<file path="src/rtl/bip_pkg.sv">
// rtl/bip_pkg.sv - shared opcodes, mux encodings, ALU operators and FSM states for bip_control
package bip_pkg;

  localparam logic [4:0] OPC_HLT  = 5'b00000;
  localparam logic [4:0] OPC_STO  = 5'b00001;
  localparam logic [4:0] OPC_LD   = 5'b00010;
  localparam logic [4:0] OPC_LDI  = 5'b00011;
  localparam logic [4:0] OPC_ADD  = 5'b00100;
  localparam logic [4:0] OPC_ADDI = 5'b00101;
  localparam logic [4:0] OPC_SUB  = 5'b00110;
  localparam logic [4:0] OPC_SUBI = 5'b00111;

  localparam logic [1:0] SEL_A_RAM = 2'd0;
  localparam logic [1:0] SEL_A_IMM = 2'd1;
  localparam logic [1:0] SEL_A_ALU = 2'd2;

  localparam logic ALU_ADD = 1'b1;
  localparam logic ALU_SUB = 1'b0;

  typedef enum logic [1:0] {
    ST_IDLE   = 2'd0,
    ST_FETCH  = 2'd1,
    ST_EXEC   = 2'd2,
    ST_HALTED = 2'd3
  } state_e;

endpackage

</file>
<file path="src/rtl/bip_decoder.sv">
// rtl/bip_decoder.sv - combinational opcode to control-bundle decode
module bip_decoder
  import bip_pkg::*;
(
  input  logic [4:0] opcode,
  output logic [1:0] sel_a,
  output logic       sel_b,
  output logic       alu_op,
  output logic       wr_acc,
  output logic       wr_ram,
  output logic       rd_ram,
  output logic       is_hlt
);

  always_comb begin
    sel_a  = SEL_A_RAM;
    sel_b  = 1'b0;
    alu_op = ALU_ADD;
    wr_acc = 1'b0;
    wr_ram = 1'b0;
    rd_ram = 1'b0;
    is_hlt = 1'b0;
    case (opcode)
      OPC_HLT: is_hlt = 1'b1;
      OPC_STO: wr_ram = 1'b1;
      OPC_LD: begin
        rd_ram = 1'b1;
        wr_acc = 1'b1;
      end
      OPC_LDI: begin
        sel_a  = SEL_A_IMM;
        wr_acc = 1'b1;
      end
      OPC_ADD, OPC_SUB: begin
        rd_ram = 1'b1;
        sel_a  = SEL_A_ALU;
        wr_acc = 1'b1;
        alu_op = (opcode == OPC_ADD) ? ALU_ADD : ALU_SUB;
      end
      OPC_ADDI, OPC_SUBI: begin
        sel_b  = 1'b1;
        sel_a  = SEL_A_ALU;
        wr_acc = 1'b1;
        alu_op = (opcode == OPC_ADDI) ? ALU_ADD : ALU_SUB;
      end
      default: ;
    endcase
  end

endmodule

</file>
<file path="src/rtl/bip_control.sv">
// rtl/bip_control.sv - fetch/exec sequencer driving the accumulator datapath
// Optional busy-cycle counter port enabled by BIP_CYCLE_COUNT_EN.
module bip_control
  import bip_pkg::*;
#(
  parameter int N_BITS   = 16,
  parameter int PC_BITS  = 11,
  parameter int OPC_BITS = 5
) (
  input  logic                clk,
  input  logic                rst_n,
  input  logic                start,
  input  logic [N_BITS-1:0]   instr,
  output logic [PC_BITS-1:0]  pc,
  output logic [PC_BITS-1:0]  data_addr,
  output logic [N_BITS-1:0]   imm,
  output logic [1:0]          sel_a,
  output logic                sel_b,
  output logic                alu_op,
  output logic                wr_acc,
  output logic                wr_ram,
  output logic                rd_ram,
  output logic                busy,
  output logic                halted
`ifdef BIP_CYCLE_COUNT_EN
  ,
  output logic [31:0]         cycle_count
`endif
);

  state_e               state_q, state_d;
  logic [PC_BITS-1:0]   pc_q, pc_d;
  logic                 start_acc;

  logic [1:0] dec_sel_a;
  logic       dec_sel_b, dec_alu_op, dec_wr_acc, dec_wr_ram, dec_rd_ram, dec_is_hlt;

  bip_decoder u_decoder (
    .opcode (instr[N_BITS-1 -: OPC_BITS]),
    .sel_a  (dec_sel_a),
    .sel_b  (dec_sel_b),
    .alu_op (dec_alu_op),
    .wr_acc (dec_wr_acc),
    .wr_ram (dec_wr_ram),
    .rd_ram (dec_rd_ram),
    .is_hlt (dec_is_hlt)
  );

  assign pc        = pc_q;
  assign data_addr = instr[PC_BITS-1:0];
  assign imm       = {{(N_BITS-PC_BITS){instr[PC_BITS-1]}}, instr[PC_BITS-1:0]};

  always_comb begin
    state_d   = state_q;
    pc_d      = pc_q;
    start_acc = 1'b0;
    sel_a     = SEL_A_RAM;
    sel_b     = 1'b0;
    alu_op    = 1'b0;
    wr_acc    = 1'b0;
    wr_ram    = 1'b0;
    rd_ram    = 1'b0;
    busy      = 1'b0;
    halted    = 1'b0;
    case (state_q)
      ST_IDLE: start_acc = start;
      ST_FETCH: begin
        busy    = 1'b1;
        state_d = ST_EXEC;
      end
      ST_EXEC: begin
        // Decoded controls are only exposed here, so nothing leaks across instructions.
        busy   = 1'b1;
        sel_a  = dec_sel_a;
        sel_b  = dec_sel_b;
        alu_op = dec_alu_op;
        wr_acc = dec_wr_acc;
        wr_ram = dec_wr_ram;
        rd_ram = dec_rd_ram;
        if (dec_is_hlt) begin
          state_d = ST_HALTED;
        end else begin
          pc_d    = pc_q + 1'b1;
          state_d = ST_FETCH;
        end
      end
      ST_HALTED: begin
        halted    = 1'b1;
        start_acc = start;
      end
      default: state_d = ST_IDLE;
    endcase
    if (start_acc) begin
      pc_d    = '0;
      state_d = ST_FETCH;
    end
  end

  always_ff @(posedge clk) begin
    if (!rst_n) begin
      state_q <= ST_IDLE;
      pc_q    <= '0;
    end else begin
      state_q <= state_d;
      pc_q    <= pc_d;
    end
  end

`ifdef BIP_CYCLE_COUNT_EN
  logic [31:0] cnt_q, cnt_d;

  always_comb begin
    cnt_d = cnt_q;
    if (start_acc) begin
      cnt_d = '0;
    end else if (busy && (cnt_q != '1)) begin
      cnt_d = cnt_q + 32'd1;
    end
  end

  always_ff @(posedge clk) begin
    if (!rst_n) begin
      cnt_q <= '0;
    end else begin
      cnt_q <= cnt_d;
    end
  end

  assign cycle_count = cnt_q;
`endif

endmodule

</file>
<file path="config.mk">
export PLATFORM = sky130hd
export DESIGN_NAME = bip_control
export DESIGN_NICKNAME = d
export VERILOG_FILES = /design/src/rtl/bip_pkg.sv /design/src/rtl/bip_decoder.sv /design/src/rtl/bip_control.sv
export SDC_FILE = /design/constraint.sdc
export NUM_CORES = 1
export LEC_CHECK = 0
export ABC_AREA = 1
export BUFFER_PORTS_ARGS = -buffer_cell sky130_fd_sc_hd__buf_4
export CORE_UTILIZATION = 35
export CTS_BUF_LIST = sky130_fd_sc_hd__clkbuf_4 sky130_fd_sc_hd__clkbuf_8
export DETAILED_ROUTE_END_ITERATION = 10
export HOLD_SLACK_MARGIN = 0.08
export PLACE_DENSITY = 0.71
export SLEW_MARGIN = 10
export SYNTH_ARGS = -nofsm -noshare
export SYNTH_HDL_FRONTEND = slang
export SYNTH_HIERARCHICAL = 1
export SYNTH_SLANG_ARGS = --single-unit
</file>
<file path="constraint.sdc">
create_clock -name clk -period 1.25 [get_ports clk]
set_input_delay 0.125 -clock clk [delete_from_list [all_inputs] [get_ports clk]]
set_output_delay 0.125 -clock clk [all_outputs]
set_load 0.02 [all_outputs]
</file>
==> impl_metrics.tcl, run 1 <==
set metrics [dict create \
    cp-end-kind "output port" \
    io_pins 66 \
    instances_no_fill 201 \
    clockBufferDepth 2 \
    placed_area_um2 1135 \
    totalWireLength_mm 2.125 \
    first_global_vias 766 \
    drt_iter0_drc 5 \
    synth_area_um2 1037 \
    crit_chain "inv_2 > ha_4 > buf_6 > nand2_2 > inv_1 > buf_6" \
    final-setup-viol-count 10 \
    synthSimpleGateAreaFrac_pct 32.21 \
    cap_violations 0 \
    max_freq_mhz 759.4 \
    rsz0062_at_grt "yes" \
    cp_common_cell "buf_6" \
    overflow 0 \
    viasPerCell 4.428 \
    p_comb_share_pct 56.4 \
    cp_num_buf_inv 4 \
    crit_path_top_delay_cell "dfxtp_2" \
    start_util_pct 37.29 \
    antenna_found_initial 0 \
    die_w_um 56.44 \
    timing.hold.ws_ns 0.1744 \
    yosys_warnings 6 \
    num_rows 19 \
    synth_top_area_share_pct 25.09 \
    synth_area_leader_cell "dfxtp_1" \
    maxSlewViolCount 0 \
    diodes 0 \
    tightest_slew_ns 0.3412 \
    grt_pass1_wl_mm 3.318 \
    cts-root-buf "clkbuf_4" \
    wl_per_cell_um 10.57 \
    netlist_instances 152 \
    synth-compound-area-share_pct 6.152 \
    synthTopCellsByArea "dfxtp_1 (25%), buf_4 (20%), nand2_1 (11%)" \
    crit_required_ns 1.12 \
    synth_xor_area_share_pct 1.689 \
    violations "negative setup slack" \
    dp.cells 191 \
    htreeDepth 1 \
    hold_path_class "in -> reg" \
    synth-adder-area-share_pct 4.825 \
    dp_hpwl_mm 1.462 \
    p_leak_nw 0.6693 \
    dieArea_um2 3185 \
    grtUsageTotal_pct 13.19 \
    p_int_mw 1.141 \
    synth_seq_cells 13 \
    synth.mux.area_fraction_pct 0 \
    nets 194 \
    power.total_mw 1.878 \
    status "finished with violations" \
    synth_nets 175 \
    dieHeight_um 56.44 \
    critPathArrivalTime_ns 1.19 \
    synthDistinctLibCells 25 \
    finClkSkew_ns 0.01030 \
    period_share_pct 105.3 \
    antenna_left 0 \
    port_buffers 27 \
    finalWorstSetupSlack_ns -0.06685 \
    crit_path_max_incr_delay_ns 0.34 \
    cts_tree "built" \
    synth_top_family_by_area "simple AND/OR/NAND/NOR gates" \
    gp_congestion 0.7527 \
    first_pass_iters 4 \
    powerDensity_nw_per_um2 1412 \
    numCtsBuffers 3 \
    clock_sinks 13 \
    clk_pin_slew_ns 0.09 \
    grt_max_degree 10 \
    crit_fanout 5 \
    p_clk_share_pct 16.0 \
    path_delay_family "flip-flops" \
    start_kind "flop" \
    drive_gt1_share_pct 46.47 \
    peakVddDrop_uv 1258 \
    period_needed_ns 1.317 \
    final_common_cell "buf_4" \
    critical_path_class "reg -> out" \
    design_area_um2 1330 \
    slew_headroom_pct 77.08 \
    layout_common_cells "buf_4 (28), nand2_1 (25), inv_1 (17), nor2_1 (14), buf_6 (12)" \
    postLayoutCoreUtil_pct 47.82 \
    num_vias 890 \
    pwr-share-seq_pct 27.6 \
    core_region_area_um2 2781 \
    switching_power_mw 0.7376 \
    yosysSeqAreaShare_pct 25.09 \
    clk_latency_ns 0.28 \
    syn_avg_cell_area_um2 6.824 \
    final_hold_viol_count 0 \
    swShare_pct 39.27 \
    drc 0 \
    syn_to_final_growth_pct 28.23 \
]
==> cells by family after synthesis <==
group	count (synthesis)
AOI/OAI and AO/OA	11
xor gates and xnor gates	2
adders and majority gates	4
buffers and inverters	54
DFF	13
and+or+nand+nor	68
==> area by class of cell <==
cell class	count	area, um2
repair inverters	1	7.507
clock buffers	4	30.03
multi-input cells	85	531.8
flip-flops and latches	13	264.0
well taps	31	38.79
fillers	273	1451
inverters	26	102.6
repair buffers	41	355.3
==> state kept, by name, indices dropped and copies added, names as in the netlist <==
name,cells
state_q,2
pc,11
==> through the flow <==
| stage | setup TNS, ns | setup slack, ns |
|---|---|---|
| floorplan | 0 | 0.03278 |
| global placement | -0.06574 | -0.02207 |
| detailed placement | -0.6193 | -0.1011 |
| CTS | -0.4890 | -0.06105 |
| global route | -1.410 | -0.1180 |
| finish | -0.4074 | -0.06685 |
==> synthesized netlist by cell type <==
master / instances
o21ai_0: 3
xnor2_1: 1
nand4_1: 3
dfxtp_1: 13
clkinv_1: 1
nor2_1: 15
nor2_2: 4
inv_2: 1
nor2_4: 1
ha_1: 4
nand3_1: 6
a21oi_2: 1
o21a_1: 2
buf_6: 1
a21oi_1: 5
nand3_2: 1
nand3_4: 1
inv_1: 24
nand3b_1: 1
nand2_1: 31
xor2_1: 1
nor2_8: 1
nand2_2: 1
nor3_1: 3
buf_4: 27
==> repair_timing <==
| action | CTS | global route |
|---|---|---|
| endpoints found under the hold margin | 1 | 0 |
| hold buffers | 1 | 0 |
| setup endpoints to repair | 19 | 21 |
| pin swaps | 2 | 2 |
| cloned | 0 | 1 |
| gates resized for setup | 22 | 18 |
| setup buffers | 2 | 2 |
==> power groups by stage <==
stage,Sequential (mW),Combinational [mW],Clock (mW)
after global routing,0.525,1.15,0.323
after detailed placement,0.508,0.724,0
final,0.519,1.06,0.300
after floorplan,0.531,0.529,0
after CTS,0.517,0.898,0.305
after global placement,0.509,0.711,0
==> worst paths after layout <==
| path | start | endpoint | slack (ns) | cells after the start |
|---|---|---|---|---|
| worst min register to register | pc[8]$_SDFFE_PP0P_ | pc[8]$_SDFFE_PP0P_ | 0.52 | 2 |
| worst min-delay path | start | state_q[0]$_SDFFE_PN0P_ | 0.17 | 4 |
| worst max register to register | state_q[0]$_SDFFE_PN0P_ | pc[9]$_SDFFE_PP0P_ | -0.02 | 9 |
| worst max-delay path | state_q[0]$_SDFFE_PN0P_ | rd_ram | -0.07 | 6 |
==> worst register-to-register path: cells and delay by family, from the launching register on <==
kind          cells  cell delay, ns
flops             1            0.33
simple gates      5            0.49
buf+inv           3            0.23
fa+ha+maj         1            0.16
==> per-layer routing <==
layer	GRT usage [%]	share of wire, %	wire length [um]	vias up
met3	1.843	5.5	116	4
met1	17.85	45	953	398
li1	-	-	-	472
met5	0	0	0	-
met2	19.50	48	1016	16
met4	8.362	1.8	38	0
No activity file was read; power rests on OpenSTA's default activity.
==> run 2: changes to the inputs <==
CORE_UTILIZATION = 39   (was 35)
PLACE_DENSITY = 0.77   (was 0.71)
==> impl_metrics.tcl, run 2 (synthesized netlist as in run 1, its figures left out) <==
set metrics [dict create \
    drc 0 \
    grt_max_degree 10 \
    status "finished with violations" \
    tightest_slew_ns 0.3130 \
    cts_tree "built" \
    timing.reg2reg.setup_slack_ns -0.08 \
    powerDensity_nw_per_um2 1396 \
    rr_startpoint "state_q[0]$_SDFFE_PN0P_" \
    num_vias 936 \
    largest_reg_flops 11 \
    violations "negative setup slack" \
    viasPerCell 4.611 \
    slew_headroom_pct 78.97 \
    rr_endpoint "pc[10]$_SDFFE_PP0P_" \
    first_pass_iters 4 \
    die_w_um 53.57 \
    period_needed_ns 1.345 \
    critical_path_class "reg -> out" \
    final-setup-viol-count 16 \
    totalWireLength_mm 2.304 \
    diodes 0 \
    crit_required_ns 1.12 \
    wl_per_cell_um 11.35 \
    dieArea_um2 2870 \
    core_region_area_um2 2500 \
    holdCritStartpoint "start" \
    final_hold_viol_count 0 \
    final_common_cell "buf_4" \
    cap_violations 0 \
    clk_latency_ns 0.29 \
    pre_cts_ws_ns -0.05885 \
    critPathArrivalTime_ns 1.22 \
    syn_to_final_growth_pct 33.05 \
    start_kind "flop" \
    clockBufferDepth 2 \
    dp.cells 192 \
    max_freq_mhz 743.7 \
    nets 197 \
    cp-end-kind "output port" \
    gp_congestion 0.7120 \
    finClkSkew_ns 0.006303 \
    period_share_pct 107.6 \
    antenna_left 0 \
    dieHeight_um 53.57 \
    reg2reg_depth 8 \
    num_rows 18 \
    start_util_pct 41.49 \
    min_to "state_q[0]$_SDFFE_PN0P_" \
    instances_no_fill 203 \
    dp_hpwl_mm 1.395 \
    io_pins 66 \
    p_leak_nw 0.6886 \
    finalWorstSetupSlack_ns -0.09458 \
    cts-root-buf "clkbuf_4" \
    crit_fanout 5 \
    maxSlewViolCount 0 \
    port_buffers 27 \
    clock_sinks 13 \
    layout_common_cells "buf_4 (30), nand2_1 (21), inv_1 (15), nor2_1 (15), buf_6 (13)" \
    grtUsageTotal_pct 15.85 \
    peakVddDrop_uv 1226 \
    rsz0062_at_grt "yes" \
    min_path_cells 4 \
    first_global_vias 781 \
    antenna_found_initial 0 \
    drive_gt1_share_pct 52.60 \
    hold_path_class "in -> reg" \
    overflow 0 \
    drt_iter0_drc 19 \
    numCtsBuffers 3 \
    htreeDepth 1 \
    clk_pin_slew_ns 0.09 \
    grt_pass1_wl_mm 3.367 \
]
[run 2: report_power, final]
part,internal (mW),total [mW],leakage (nW),switching (mW)
Clock,0.146,0.304,0.0184,0.158
Sequential,0.471,0.517,0.106,0.0459
Combinational,0.555,1.11,0.564,0.552
Total,1.17,1.93,0.689,0.755
[run 2: worst max-delay path by stage]
stage                                        from                   to  slack [ns]
after floorplan           state_q[0]$_SDFFE_PN0P_   pc[7]$_SDFFE_PP0P_        0.03
after global placement    state_q[0]$_SDFFE_PN0P_   pc[3]$_SDFFE_PP0P_       -0.02
after detailed placement  state_q[0]$_SDFFE_PN0P_  pc[10]$_SDFFE_PP0P_       -0.06
after CTS                 state_q[0]$_SDFFE_PN0P_               wr_acc       -0.05
after global routing      state_q[0]$_SDFFE_PN0P_   pc[7]$_SDFFE_PP0P_       -0.15
final                     state_q[0]$_SDFFE_PN0P_               wr_ram       -0.09
[run 2: timing repair]
item,CTS,global route
setup buffers,1,4
resized for setup,28,21
pin swaps,3,14
endpoints found under the setup margin,19,21
cloned,0,1
endpoints found under the hold margin,1,0
hold buffers,1,0
[run 2: layout make-up]
cell class / instances / area [um2]
tap: 30 / 37.54
timing repair inverter: 1 / 7.507
multi-input combinational: 85 / 556.8
inverter: 26 / 102.6
sequential: 13 / 264.0
clock buffer: 4 / 30.03
timing repair buffer: 44 / 381.6
fill: 226 / 1120
[run 2: through the flow]
step | power [mW] | TNS (ns) | util (%) | instance area (um2) | hold WS [ns]
2_1_floorplan | 1.060 | 0 | - | 1040 | 0.2425
3_3_place_gp | 1.236 | -0.04848 | 45.95 | 1149 | 0.2502
3_5_place_dp | 1.246 | -0.3361 | 45.95 | 1149 | 0.2502
4_1_cts | 1.704 | -0.3817 | 51.15 | 1279 | 0.1765
5_1_grt | 2.039 | -1.958 | 55.21 | 1380 | 0.2354
6_report | 1.927 | -1.036 | 55.21 | 1380 | 0.1961
[run 2: critical path, cell delays in order, from the launching register on]
cell and delay, ns:
dfxtp_2 0.34, inv_2 0.08, ha_4 0.17, buf_6 0.13
nand2_2 0.05, inv_2 0.06, buf_6 0.11
[run 2: layer usage]
metal  track usage [%]  wire length, um  up-vias  part of all wire [%]
met5                 0                0        -                     0
met4             5.702               23        0                   1.0
met3             1.695              131        4                   5.7
met2             25.21             1134       25                    49
met1             21.98             1016      428                    44
li1                  -                -      479                     -
